$ cat src/rtl/msb_word_serializer_if.sv
// Word-in / bit-out bundle between the upstream feeder and msb_word_serializer.
// The slave modport is the serializer's view; master is the producer/consumer side.
interface msb_word_serializer_if #(
  parameter int WIDTH = 8
) ();
  logic [WIDTH-1:0] Data;
  logic             Load;
  logic             Ready;
  logic             String;
  logic             Bit_Valid;
  logic             Last_Bit;
  logic             Div_Clear;
  logic             Done;

  modport slave (
    input  Data, Load,
    output Ready, String, Bit_Valid, Last_Bit, Div_Clear, Done
  );

  modport master (
    output Data, Load,
    input  Ready, String, Bit_Valid, Last_Bit, Div_Clear, Done
  );
endinterface

$ cat src/rtl/msb_word_serializer.sv
// Serializes a parallel word MSB-first for the divisibility-by-7 checker, preceded by a clear pulse.
// Optional: define SKIP_LEADING_ZEROS_EN to drop leading zero bits (a zero word still sends one bit).
module msb_word_serializer #(
  parameter int WIDTH = 8
) (
  input logic                  Clock,
  input logic                  Reset,
  msb_word_serializer_if.slave bus
);
  localparam int CNT_W = $clog2(WIDTH);
  localparam logic [CNT_W-1:0] LAST_CNT = CNT_W'(WIDTH - 1);

  typedef enum logic [1:0] {S_IDLE, S_CLEAR, S_SHIFT, S_DONE} state_t;

  state_t           r_state;
  logic [WIDTH-1:0] r_shreg;
  logic [CNT_W-1:0] r_cnt;
  logic             r_ready;
  logic             r_string;
  logic             r_bit_valid;
  logic             r_last_bit;
  logic             r_div_clear;
  logic             r_done;

  logic [WIDTH-1:0] w_sh_init;
  logic [CNT_W-1:0] w_cnt_init;

`ifdef SKIP_LEADING_ZEROS_EN
  // Starting the counter at lz makes the LSB land on LAST_CNT; a zero word degenerates to one bit.
  logic [CNT_W-1:0] w_lz;
  always_comb begin
    w_lz = LAST_CNT;
    for (int unsigned i = 0; i < WIDTH; i++)
      if (bus.Data[i]) w_lz = CNT_W'(WIDTH - 1 - i);
  end
  assign w_cnt_init = w_lz;
  assign w_sh_init  = bus.Data << w_lz;
`else
  assign w_cnt_init = '0;
  assign w_sh_init  = bus.Data;
`endif

  always_ff @(posedge Clock) begin
    if (!Reset) begin
      r_state     <= S_IDLE;
      r_shreg     <= '0;
      r_cnt       <= '0;
      r_ready     <= 1'b1;
      r_string    <= 1'b0;
      r_bit_valid <= 1'b0;
      r_last_bit  <= 1'b0;
      r_div_clear <= 1'b0;
      r_done      <= 1'b0;
    end else begin
      case (r_state)
        S_IDLE: begin
          if (bus.Load && r_ready) begin
            r_shreg     <= w_sh_init;
            r_cnt       <= w_cnt_init;
            r_ready     <= 1'b0;
            r_div_clear <= 1'b1;
            r_state     <= S_CLEAR;
          end
        end
        // CLEAR and SHIFT share the bit-emit path; outputs lead the state by one edge.
        S_CLEAR, S_SHIFT: begin
          if (r_state == S_SHIFT && r_last_bit) begin
            r_string    <= 1'b0;
            r_bit_valid <= 1'b0;
            r_last_bit  <= 1'b0;
            r_done      <= 1'b1;
            r_state     <= S_DONE;
          end else begin
            r_div_clear <= 1'b0;
            r_string    <= r_shreg[WIDTH-1];
            r_bit_valid <= 1'b1;
            r_shreg     <= {r_shreg[WIDTH-2:0], 1'b0};
            r_last_bit  <= (r_cnt == LAST_CNT);
            if (r_cnt != LAST_CNT) r_cnt <= r_cnt + 1'b1;
            r_state     <= S_SHIFT;
          end
        end
        S_DONE: begin
          r_done  <= 1'b0;
          r_ready <= 1'b1;
          r_state <= S_IDLE;
        end
        default: r_state <= S_IDLE;
      endcase
    end
  end

  assign bus.Ready     = r_ready;
  assign bus.String    = r_string;
  assign bus.Bit_Valid = r_bit_valid;
  assign bus.Last_Bit  = r_last_bit;
  assign bus.Div_Clear = r_div_clear;
  assign bus.Done      = r_done;
endmodule

$ cat src/flat_wrapper.sv
// flat-port wrapper written by rule: the top's interface ports become plain ports
module msb_word_serializer_flat 
#(
  parameter int WIDTH = 8
)
  (Clock, Reset, bus_Data, bus_Load, bus_Ready, bus_String, bus_Bit_Valid, bus_Last_Bit, bus_Div_Clear, bus_Done);
  msb_word_serializer_if #(.WIDTH(WIDTH)) bus_i ();
  input logic Clock;
  input logic Reset;
  input wire logic [$bits(bus_i.Data)-1:0] bus_Data;
  input wire logic [$bits(bus_i.Load)-1:0] bus_Load;
  output wire logic [$bits(bus_i.Ready)-1:0] bus_Ready;
  output wire logic [$bits(bus_i.String)-1:0] bus_String;
  output wire logic [$bits(bus_i.Bit_Valid)-1:0] bus_Bit_Valid;
  output wire logic [$bits(bus_i.Last_Bit)-1:0] bus_Last_Bit;
  output wire logic [$bits(bus_i.Div_Clear)-1:0] bus_Div_Clear;
  output wire logic [$bits(bus_i.Done)-1:0] bus_Done;
  assign bus_i.Data = bus_Data;
  assign bus_i.Load = bus_Load;
  assign bus_Ready = bus_i.Ready;
  assign bus_String = bus_i.String;
  assign bus_Bit_Valid = bus_i.Bit_Valid;
  assign bus_Last_Bit = bus_i.Last_Bit;
  assign bus_Div_Clear = bus_i.Div_Clear;
  assign bus_Done = bus_i.Done;
  msb_word_serializer #(.WIDTH(WIDTH)) u_core (.Clock(Clock), .Reset(Reset), .bus(bus_i));
endmodule
$ cat config.mk
export PLATFORM = sky130hd
export DESIGN_NAME = msb_word_serializer_flat
export DESIGN_NICKNAME = d
export VERILOG_FILES = /design/src/rtl/msb_word_serializer_if.sv /design/src/rtl/msb_word_serializer.sv /design/src/flat_wrapper.sv
export SDC_FILE = /design/constraint.sdc
export NUM_CORES = 1
export LEC_CHECK = 0
export BUFFER_PORTS_ARGS = -buffer_cell sky130_fd_sc_hd__buf_2
export CAP_MARGIN = 20
export CORE_UTILIZATION = 45
export CTS_CLUSTER_SIZE = 20
export DETAILED_ROUTE_END_ITERATION = 10
export GPL_TIMING_DRIVEN = 0
export PLACE_DENSITY = 0.68
export SLEW_MARGIN = 20
export SYNTH_ARGS = -nofsm -noshare
export SYNTH_HDL_FRONTEND = slang
export SYNTH_SLANG_ARGS = --single-unit
$ cat constraint.sdc
create_clock -name Clock -period 4.8 [get_ports Clock]
set_clock_uncertainty 0.2 [all_clocks]
set_input_delay 0.72 -clock Clock [delete_from_list [all_inputs] [get_ports Clock]]
set_output_delay 0.72 -clock Clock [all_outputs]
set_load 0.05 [all_outputs]
==> results of run 1 <==
-- critical path: cells and delay by family (launching register included) --
family	cells	cell delay, ps
buffers and inverters	2	240
adder cells (fa/ha/maj)	1	350
flip-flops	1	400
AND/OR/NAND/NOR	2	490
AO/OA/AOI/OAI	1	230
-- sequential cells by signal, summed over array words and instances, names as in the netlist --
register and cells:
u_core.r_shreg 8, u_core.bus.Bit_Valid 1, u_core.bus.Last_Bit 1, u_core.bus.Done 1, u_core.r_cnt 3, u_core.bus.Ready 1
u_core.bus.String 1, u_core.bus.Div_Clear 1, u_core.r_state 2
-- layout make-up --
type / instances / area (µm²)
Buffer: 9 / 40.0
Inverter: 4 / 15.0
Sequential cell: 19 / 380
Timing Repair Buffer: 16 / 80.1
Tap cell: 27 / 33.8
Clock buffer: 4 / 26.3
Multi-Input combinational cell: 71 / 533
Fill cell: 191 / 893
-- placed cells by master (no fill, tap or decap), types with 4 or more instances in the layout --
| cell type | netlist | layout |
|---|---|---|
| buf_2 | 5 | 21 |
| nand2_1 | 11 | 11 |
| dfxtp_1 | 19 | 19 |
| mux2i_1 | 10 | 10 |
| o311ai_1 | 6 | 6 |
| clkbuf_1 | 3 | 4 |
| ha_1 | 5 | 5 |
| nand3_1 | 4 | 4 |
| o31ai_1 | 6 | 6 |
-- per-stage QoR --
step | instance area, µm² | setup slack [ps] | total power, mW | instances | hold WS, ps
floorplan | 968 | 3000 | 0.549 | 103 | 238
global placement | 1080 | 2830 | 0.621 | 146 | 249
detailed placement | 1080 | 2810 | 0.630 | 146 | 256
CTS | 1110 | 2820 | 0.714 | 150 | 274
global route | 1110 | 2670 | 0.765 | 150 | 296
finish | 1110 | 2820 | 0.711 | 150 | 270
-- cells by family after synthesis --
kind of cell	synth area share
adder cells (fa/ha/maj)	0.0646
AND/OR/NAND/NOR	0.146
flip-flops	0.393
AO/OA/AOI/OAI	0.225
buffers and inverters	0.0568
multiplexers	0.115
-- metal layers --
layer	wire length, µm	vias up
met5	0	-
met1	972	400
met4	48	0
met3	93	5
li1	-	423
met2	1010	26
-- final timing paths --
kind | from | endpoint | slack [ps] | cells after the start
worst max-delay path | u_core.r_state[1] | u_core.r_shreg[2] | 2820 | 6
worst min-delay path | u_core.bus.Div_Clear | u_core.bus.Div_Clear | 270 | 2
worst max register to register | u_core.r_state[1] | u_core.r_shreg[2] | 2820 | 6
worst min register to register | u_core.bus.Div_Clear | u_core.bus.Div_Clear | 270 | 2
-- power by group --
group | total, mW | switching, mW | internal, mW
registers | 0.246 | 0.0327 | 0.213
logic | 0.381 | 0.228 | 0.153
clock network | 0.0832 | 0.0507 | 0.0325
total | 0.711 | 0.312 | 0.399
==> impl_results.md, run 1 <==
* H-tree depth at 1
* Initial antenna violation count at 0
* Antenna Nets Post-Route at 0
* Routability cong. at 0.804
* Crit Path Max Fanout at 7
* Crit Path Category: reg2reg
* Mean Syn Cell Area at 9.40 µm²
* Ant. Diodes at 0
* Initial Util at 0.484
* GRT Util Overall at 0.197
* Crit path time final at 1980 ps
* Vias/cell at ~5.7
* Post-CTS Setup Inserts at 0
* Number of global-route vias before repair at 785
* Die area at roughly 2300 µm²
* Share of the synthesized area in the top cell type at 0.393
* Critical Path Max Stage Delay at 400 ps
* Clock Latency Late Sink at 300 ps
* Core area at about 2000 µm²
* Router iterations before antenna repair at 4
* Synth area leaders: dfxtp_1 (39%), mux2i_1 (10%), ha_1 (6.5%)
* Root Driver: clkbuf_4
* Detail Placement HPWL at 1.45 mm
* Area grow syn2layout at 14.5%
* Endpoint class of the critical path: flop
* Final setup violation count at 0
* Detailed Route WL at 2.12 mm
* Largest net degree at the start of global routing at 11
* Vias at between 800 and 900
* Crit-path cells: inv_1 -> ha_1 -> and3_4 -> or3_1 -> buf_2 -> o31ai_1
* Cell count after synthesis at 103
* VDD IR max at 0.289 mV
* Worst Hold Class: reg2reg
* # clock sinks at 19
* Period Utilization, post-route at 0.412
* Clock transition at path regs at approximately 100 ps
* Ys Warns at 0
* Busiest grt layer: met2
* Synth Flop Type: dfxtp_1
* GR met3 Demand/Resource at 0.0377
* Row cnt at 16
* Cell taking the most area after synthesis: dfxtp_1
* Overflow left after global routing at 0
* Routing usage on met2 at 0.312
* Die height at 48.4 µm
* CTS tree: built
* CTS Buf Count at 3
* PortBufs at 16
* First-pass GRT wire length at 3.48 mm
* Initial DRC count at 18
* Max Slew Vio Count at 0
* Critical path arrival at 2000 ps
* Hold Vio Cnt, Final at 0
* CP required at 4830 ps
* Peak Freq at a little over 500 MHz
* Worst slew margin at 0.647
* Syn_nets at approximately 120
* Sequential share of the synthesized area at 0.393
* CTS Hold Bufs at 0
* # nets final at between 100 and 150
* Pwr/cell area at 641 nW/µm²
* TNS Setup at 0 ps
* Num ports at 17
* Asr flop ratio synth at 0
* Top-count cell post-synth: dfxtp_1
* Die Wd at ~48 µm
* Cell area after synthesis at approximately 970 µm²
* Max cap viols at 0
* Post-synth EDFFs at 0
* CP max-delay cell: dfxtp_1
* Top cells by count, synth: dfxtp_1 (19), nand2_1 (11), mux2i_1 (10)
* Share of layout cells above drive strength 1 at 0.244
* RSZ-0062 raised after global routing: false
* Final core utilization at 0.554
* Leak at 0.481 nW
* DRC violations left at 0
* Synth unique cells at 32
* Cts repair resizes at 0
* Worst-Margin Slew at 530 ps
* Max clock buf depth at 2
* Yosys reg bits at 19
* GR Layer Usage met1 at 0.244
* Status: finished, final reports clean
* Routed wire length per instance at 14.1 µm
* Setup crit start kind: flop
Note: power is estimated with default switching activity, not from simulation.
==> inputs of run 2 (changes only) <==
ABC_AREA = 1   (was default)
PLACE_DENSITY = 0.71   (was 0.68)
clock period = 1.6 ns   (was 4.8 ns; I/O delays follow)
==> impl_results.md, run 2 <==
* Int Power at 1.68 mW
* Crit path time final at approximately 1600 ps
* Busiest grt layer: met2
* Flop pwr share at 0.249
* Cell count after synthesis at 136
* Antenna Nets Post-Route at 0
* CTS Hold Bufs at 0
* Num ports at 17
* Cells on Worst Hold Path at 3
* GRT Util Overall at 0.203
* Synth Area in Compound Gates at 0.109
* Pwr Total at 3.06 mW
* Net Sw Frac at 0.451
* Sequential share of the synthesized area at 0.393
* Final setup violation count at 0
* Detailed Route WL at 2.41 mm
* Share of layout cells above drive strength 1 at 0.392
* Top reg by flops: u_core.r_shreg
* Detail Placement HPWL at 1.46 mm
* CP required at around 1600 ps
* Clock transition at path regs at between 100 and 150 ps
* Cell area after synthesis at 968 µm²
* Initial antenna violation count at 0
* Max Slew Vio Count at 0
* Routing usage on met2 at 0.371
* Logic gate share of total power at 0.670
* Die area at between 2000 and 2500 µm²
* Routed wire length per instance at 12.2 µm
* Leak at 0.638 nW
* Vias/cell at 4.81
* Yosys reg bits at 19
* Cell taking the most area after synthesis: dfxtp_1
* Path depth of the worst reg2reg path at 8
* Share of the synthesized area in the top cell type at 0.393
* Largest net degree at the start of global routing at 12
* Router iterations before antenna repair at 4
* Ys Warns at 0
* RSZ-0062 raised after global routing: true
* Top cells by count, synth: nand2_1 (40), nor2_1 (23), dfxtp_1 (19)
* Layout filler cell count at ~170
* H-tree depth at 1
* Crit Path Max Fanout at 7
* Die Wd at 48.4 µm
* Initial DRC count at 14
* Die height at 48.4 µm
* Synth area leaders: dfxtp_1 (39%), nand2_1 (16%), nor2_1 (8.9%)
* Mean Syn Cell Area at 7.12 µm²
* Routability cong. at 0.842
* Clk network pwr share at 0.081
* Ant. Diodes at 0
* Initial Util at 0.484
* Min Hold Slack at 14.0 ps
* Post-Synth XOR/XNOR Area at 0
* Status: finished, final reports clean
* Top-count cell post-synth: nand2_1
* Max reg flops at 8
* Peak Freq at 629 MHz
* CTS Buf Count at 3
* Mux cell area share after synthesis at 0
* Largest family of logic cells by synthesized area: simple AND/OR/NAND/NOR gates
* TNS Setup at 0 ps
* Area grow syn2layout at 36.7%
* # nets final at 188
* Setup crit start kind: flop
* Max clock buf depth at 2
* Asr flop ratio synth at 0
* Clock Latency Late Sink at a little under 300 ps
* Crit Path Category: reg2reg
* Core area at 2000 µm²
* Overflow left after global routing at 0
* Sw power at 1.38 mW
* Pwr/cell area at 2310 nW/µm²
* GR met3 Demand/Resource at 0.0220
* CTS tree: built
* Worst-Margin Slew at 241 ps
* Number of global-route vias before repair at 910
* Vias at between 900 and 1000
* Synthesized-area fraction occupied by adder cells at 0.0646
* Row cnt at 16
* Worst Hold Class: in2reg
* Syn_nets at 152
* DRC violations left at 0
* Most frequent cells in the layout: nand2_1 (34), nor2_1 (20), buf_2 (16), dfxtp_1 (16), buf_4 (14)
* PortBufs at 16
* First-pass GRT wire length at 3.81 mm
* Worst slew margin at 0.837
* Largest registers: u_core.r_shreg x8, u_core.r_cnt x3, u_core.r_state x2
* # clock sinks at 19
* Critical path arrival at 1600 ps
* Hold Vio Cnt, Final at 0
* Post-synth EDFFs at 0
* Period Utilization, post-route at 0.994
* Max cap viols at 0
* Most common cell after layout, fill and taps aside: nand2_1
* Simple-Gate Fraction of Synth Area at 0.322
* VDD IR max at 1.16 mV
* Root Driver: clkbuf_4
* GR Layer Usage met1 at 0.250
* Synth Flop Type: dfxtp_1
* Endpoint class of the critical path: flop
* Synth unique cells at 17
==> run 2: area by class of cell <==
type / instances / area (µm²) / share of cell area
repair buffers: 32 / 225 / 0.170
well taps: 27 / 33.8 / 0.0255
inverters: 15 / 58.8 / 0.0444
plain buffers: 4 / 41.3 / 0.0312
flip-flops and latches: 19 / 384 / 0.290
clock inverters: 1 / 5.00 / 0.00378
clock buffers: 3 / 22.5 / 0.0170
multi-input cells: 97 / 553 / 0.418
==> run 2: worst max-delay path, cell delays in order (launching register included) <==
cell,delay (ps)
dfxtp_2,360
inv_2,50
ha_4,330
nand3_4,140
nand3_4,170
buf_8,130
nand2_1,50
nand2_1,50
nor2_1,30
==> run 2: path summary, 6_finish.rpt <==
kind | from | slack, ps | end
setup / recovery | u_core.r_state[1] | 10 | u_core.r_shreg[7]
hold / removal | Reset | 10 | u_core.r_state[1]
setup reg to reg | u_core.r_state[1] | 10 | u_core.r_shreg[7]
hold reg to reg | u_core.r_shreg[0] | 270 | u_core.r_shreg[0]
==> run 2: power by group through the flow <==
stage | Clock [mW] | Combinational [mW] | Sequential (mW)
after floorplan | 0 | 1.04 | 0.880
after global placement | 0 | 1.41 | 0.753
after detailed placement | 0 | 1.46 | 0.762
after CTS | 0.250 | 1.81 | 0.746
after global routing | 0.278 | 2.25 | 0.786
final | 0.248 | 2.05 | 0.761
==> run 2: timing repair <==
item,CTS,global route
pin swaps,1,9
buffers inserted,11,3
cloned,1,1
endpoints found under the setup margin,16,14
resized for setup,9,20
==> run 2: logic make-up after synthesis <==
family / after synthesis
AND/OR/NAND/NOR: 72
AO/OA/AOI/OAI: 20
buffers and inverters: 20
flip-flops: 19
adder cells (fa/ha/maj): 5
==> run 2: metal layers <==
layer	part of all wire	wire length (µm)
met2	0.52	1270
met5	0	0
met1	0.43	1030
met4	0.016	38
met3	0.030	73
==> run 2: metrics by stage <==
| step | area (µm²) | cells | setup WS [ps] | util |
|---|---|---|---|---|
| after floorplan | 968 | 136 | 1.22 | - |
| after global placement | 1080 | 179 | -109 | 0.541 |
| after detailed placement | 1080 | 179 | -161 | 0.541 |
| after CTS | 1230 | 195 | 3.90 | 0.615 |
| after global routing | 1320 | 198 | -45.0 | 0.661 |
| final | 1320 | 198 | 10.0 | 0.661 |
==> inputs of run 3 (changes only) <==
MAX_ROUTING_LAYER = met4   (was default)
SETUP_SLACK_MARGIN = 0.5   (was default)
==> impl_results.md, run 3 (same netlist as run 2, synthesis figures left out) <==
* Status: finished, final reports clean
* Placement Cell Area at 1110 µm²
* GRT Util Overall at 0.229
* Area grow syn2layout at 44.1%
* Worst Hold Class: in2reg
* Setup crit start kind: flop
* Die height at 48.4 µm
* Dpl ws at -52.6 ps
* Most common cell after layout, fill and taps aside: nand2_1
* Crit Path Max Fanout at 10
* Top reg by flops: u_core.r_shreg
* Design area at 1400 µm²
* Num ports at 17
* Vias at 953
* Period Utilization, post-route at 0.996
* TNS Setup at 0 ps
* Critical path arrival at ~1600 ps
* Final setup violation count at 0
* Initial antenna violation count at 0
* Peak Freq at 628 MHz
* Detail Placement HPWL at 1.41 mm
* Vias/cell at 4.86
* # nets final at 186
* Clock Latency Late Sink at about 300 ps
* Row cnt at 16
* Reg-to-Reg End: u_core.bus.Div_Clear
* Slack of the critical path at 6.71 ps
* Hold Vio Cnt, Final at 0
* Max cap viols at 0
* CTS tree: built
* Antenna Nets Post-Route at 0
* Initial Util at 0.484
* Area occupied by multi-input gates at 539 µm²
* Pwr/cell area at 2220 nW/µm²
* First-pass GRT wire length at 3.96 mm
* Worst Setup EP: u_core.bus.Div_Clear
* RSZ-0062 raised after global routing: true
* DRC violations left at 0
* Endpoint class of the critical path: flop
* CTS Buf Count at 3
* Worst-Margin Slew at 257 ps
* Worst slew margin at 0.827
* Clock transition at path regs at 100 ps
* Max clock buf depth at 2
* Max reg flops at 8
* Crit Path Category: reg2reg
* Path depth of the worst reg2reg path at 8
* Layout filler cell count at 171
* CP startpoint: u_core.r_state[0]
* Ant. Diodes at 0
* Routability cong. at 0.804
* Root Driver: clkbuf_4
* # clock sinks at 19
* Max Slew Vio Count at 0
* PortBufs at 16
* Min Hold Slack at 14.9 ps
* Crit path time final at roughly 1600 ps
* Most frequent cells in the layout: nand2_1 (38), nor2_1 (22), inv_1 (11)
* Largest registers: u_core.r_shreg x8, u_core.r_cnt x3, u_core.r_state x2
* Core area at 2000 µm²
* Pwr Total at a little over 3 mW
* Reg-to-reg slack, setup at 7 ps
* Routed wire length per instance at approximately 12 µm
* Reg-to-reg critical path startpoint: u_core.r_state[0]
* Number of global-route vias before repair at 903
* Share of layout cells above drive strength 1 at 0.379
* Largest net degree at the start of global routing at 11
* Die area at 2340 µm²
* Leak at ~0.67 nW
* Overflow left after global routing at 0
* Initial DRC count at 6
* CP required at roughly 1600 ps
* Router iterations before antenna repair at 2
* Reg area at 397 µm²
* Die Wd at 48.4 µm
* VDD IR max at 1.79 mV
* H-tree depth at 1
* Detailed Route WL at 2.31 mm
[run 3: changes by cell type in the layout (fill, tap and decap cells not counted), moves of 5 or more]
cell	previous run	this run
buf_4	14	7
dfxtp_1	16	10
buf_8	1	9
nand2_2	7	2
o21ai_0	9	4
buf_2	16	10
[run 3: cell type report]
type,instances,share of cell area
Clock buffer,4,0.0188
Tap cell,27,0.0242
Sequential cell,19,0.284
Multi-Input combinational cell,97,0.387
Buffer,5,0.0457
Timing Repair Buffer,29,0.198
Inverter,15,0.0422
[run 3: worst min path at each step]
stage,from,endpoint,cells after the start
after global placement,u_core.bus.Done,u_core.bus.Done,2
after global routing,Reset,u_core.bus.Done,3
after CTS,Reset,u_core.r_state[1],3
after detailed placement,u_core.bus.Done,u_core.bus.Done,2
after floorplan,Reset,u_core.r_state[1],2
final,bus_Data[0],u_core.r_shreg[0],3
[run 3: repair_timing]
item,in CTS,in global routing
hold endpoints to repair,1,0
hold buffers,1,0
setup endpoints to repair,25,25
buffers inserted,10,1
cloned,1,0
resized for setup,35,13
pin swaps,2,2
[run 3: per-layer routing]
| layer | part of all wire | track usage | wire, µm |
|---|---|---|---|
| met5 | 0 | - | 0 |
| met2 | 0.55 | 0.423 | 1270 |
| met4 | 0.014 | 0.0735 | 33 |
| met3 | 0.029 | 0.0660 | 66 |
| met1 | 0.40 | 0.231 | 931 |
[run 3: worst max-delay path: stages (launching register included)]
cell	delay [ps]
dfxtp_2	350
inv_2	60
ha_4	260
buf_8	110
nand3_4	110
nand3_4	120
buf_8	140
nand2_1	60
a21oi_1	110
[run 3: metrics by stage]
step,std cells,utilization
after floorplan,136,-
after global placement,179,0.557
after detailed placement,179,0.557
after CTS,195,0.674
after global routing,196,0.697
final,196,0.697
[run 3: power by group]
part	total, mW	switching (mW)	internal (mW)
Combinational	2.07	1.11	0.958
Clock	0.247	0.150	0.0974
Sequential	0.784	0.103	0.681
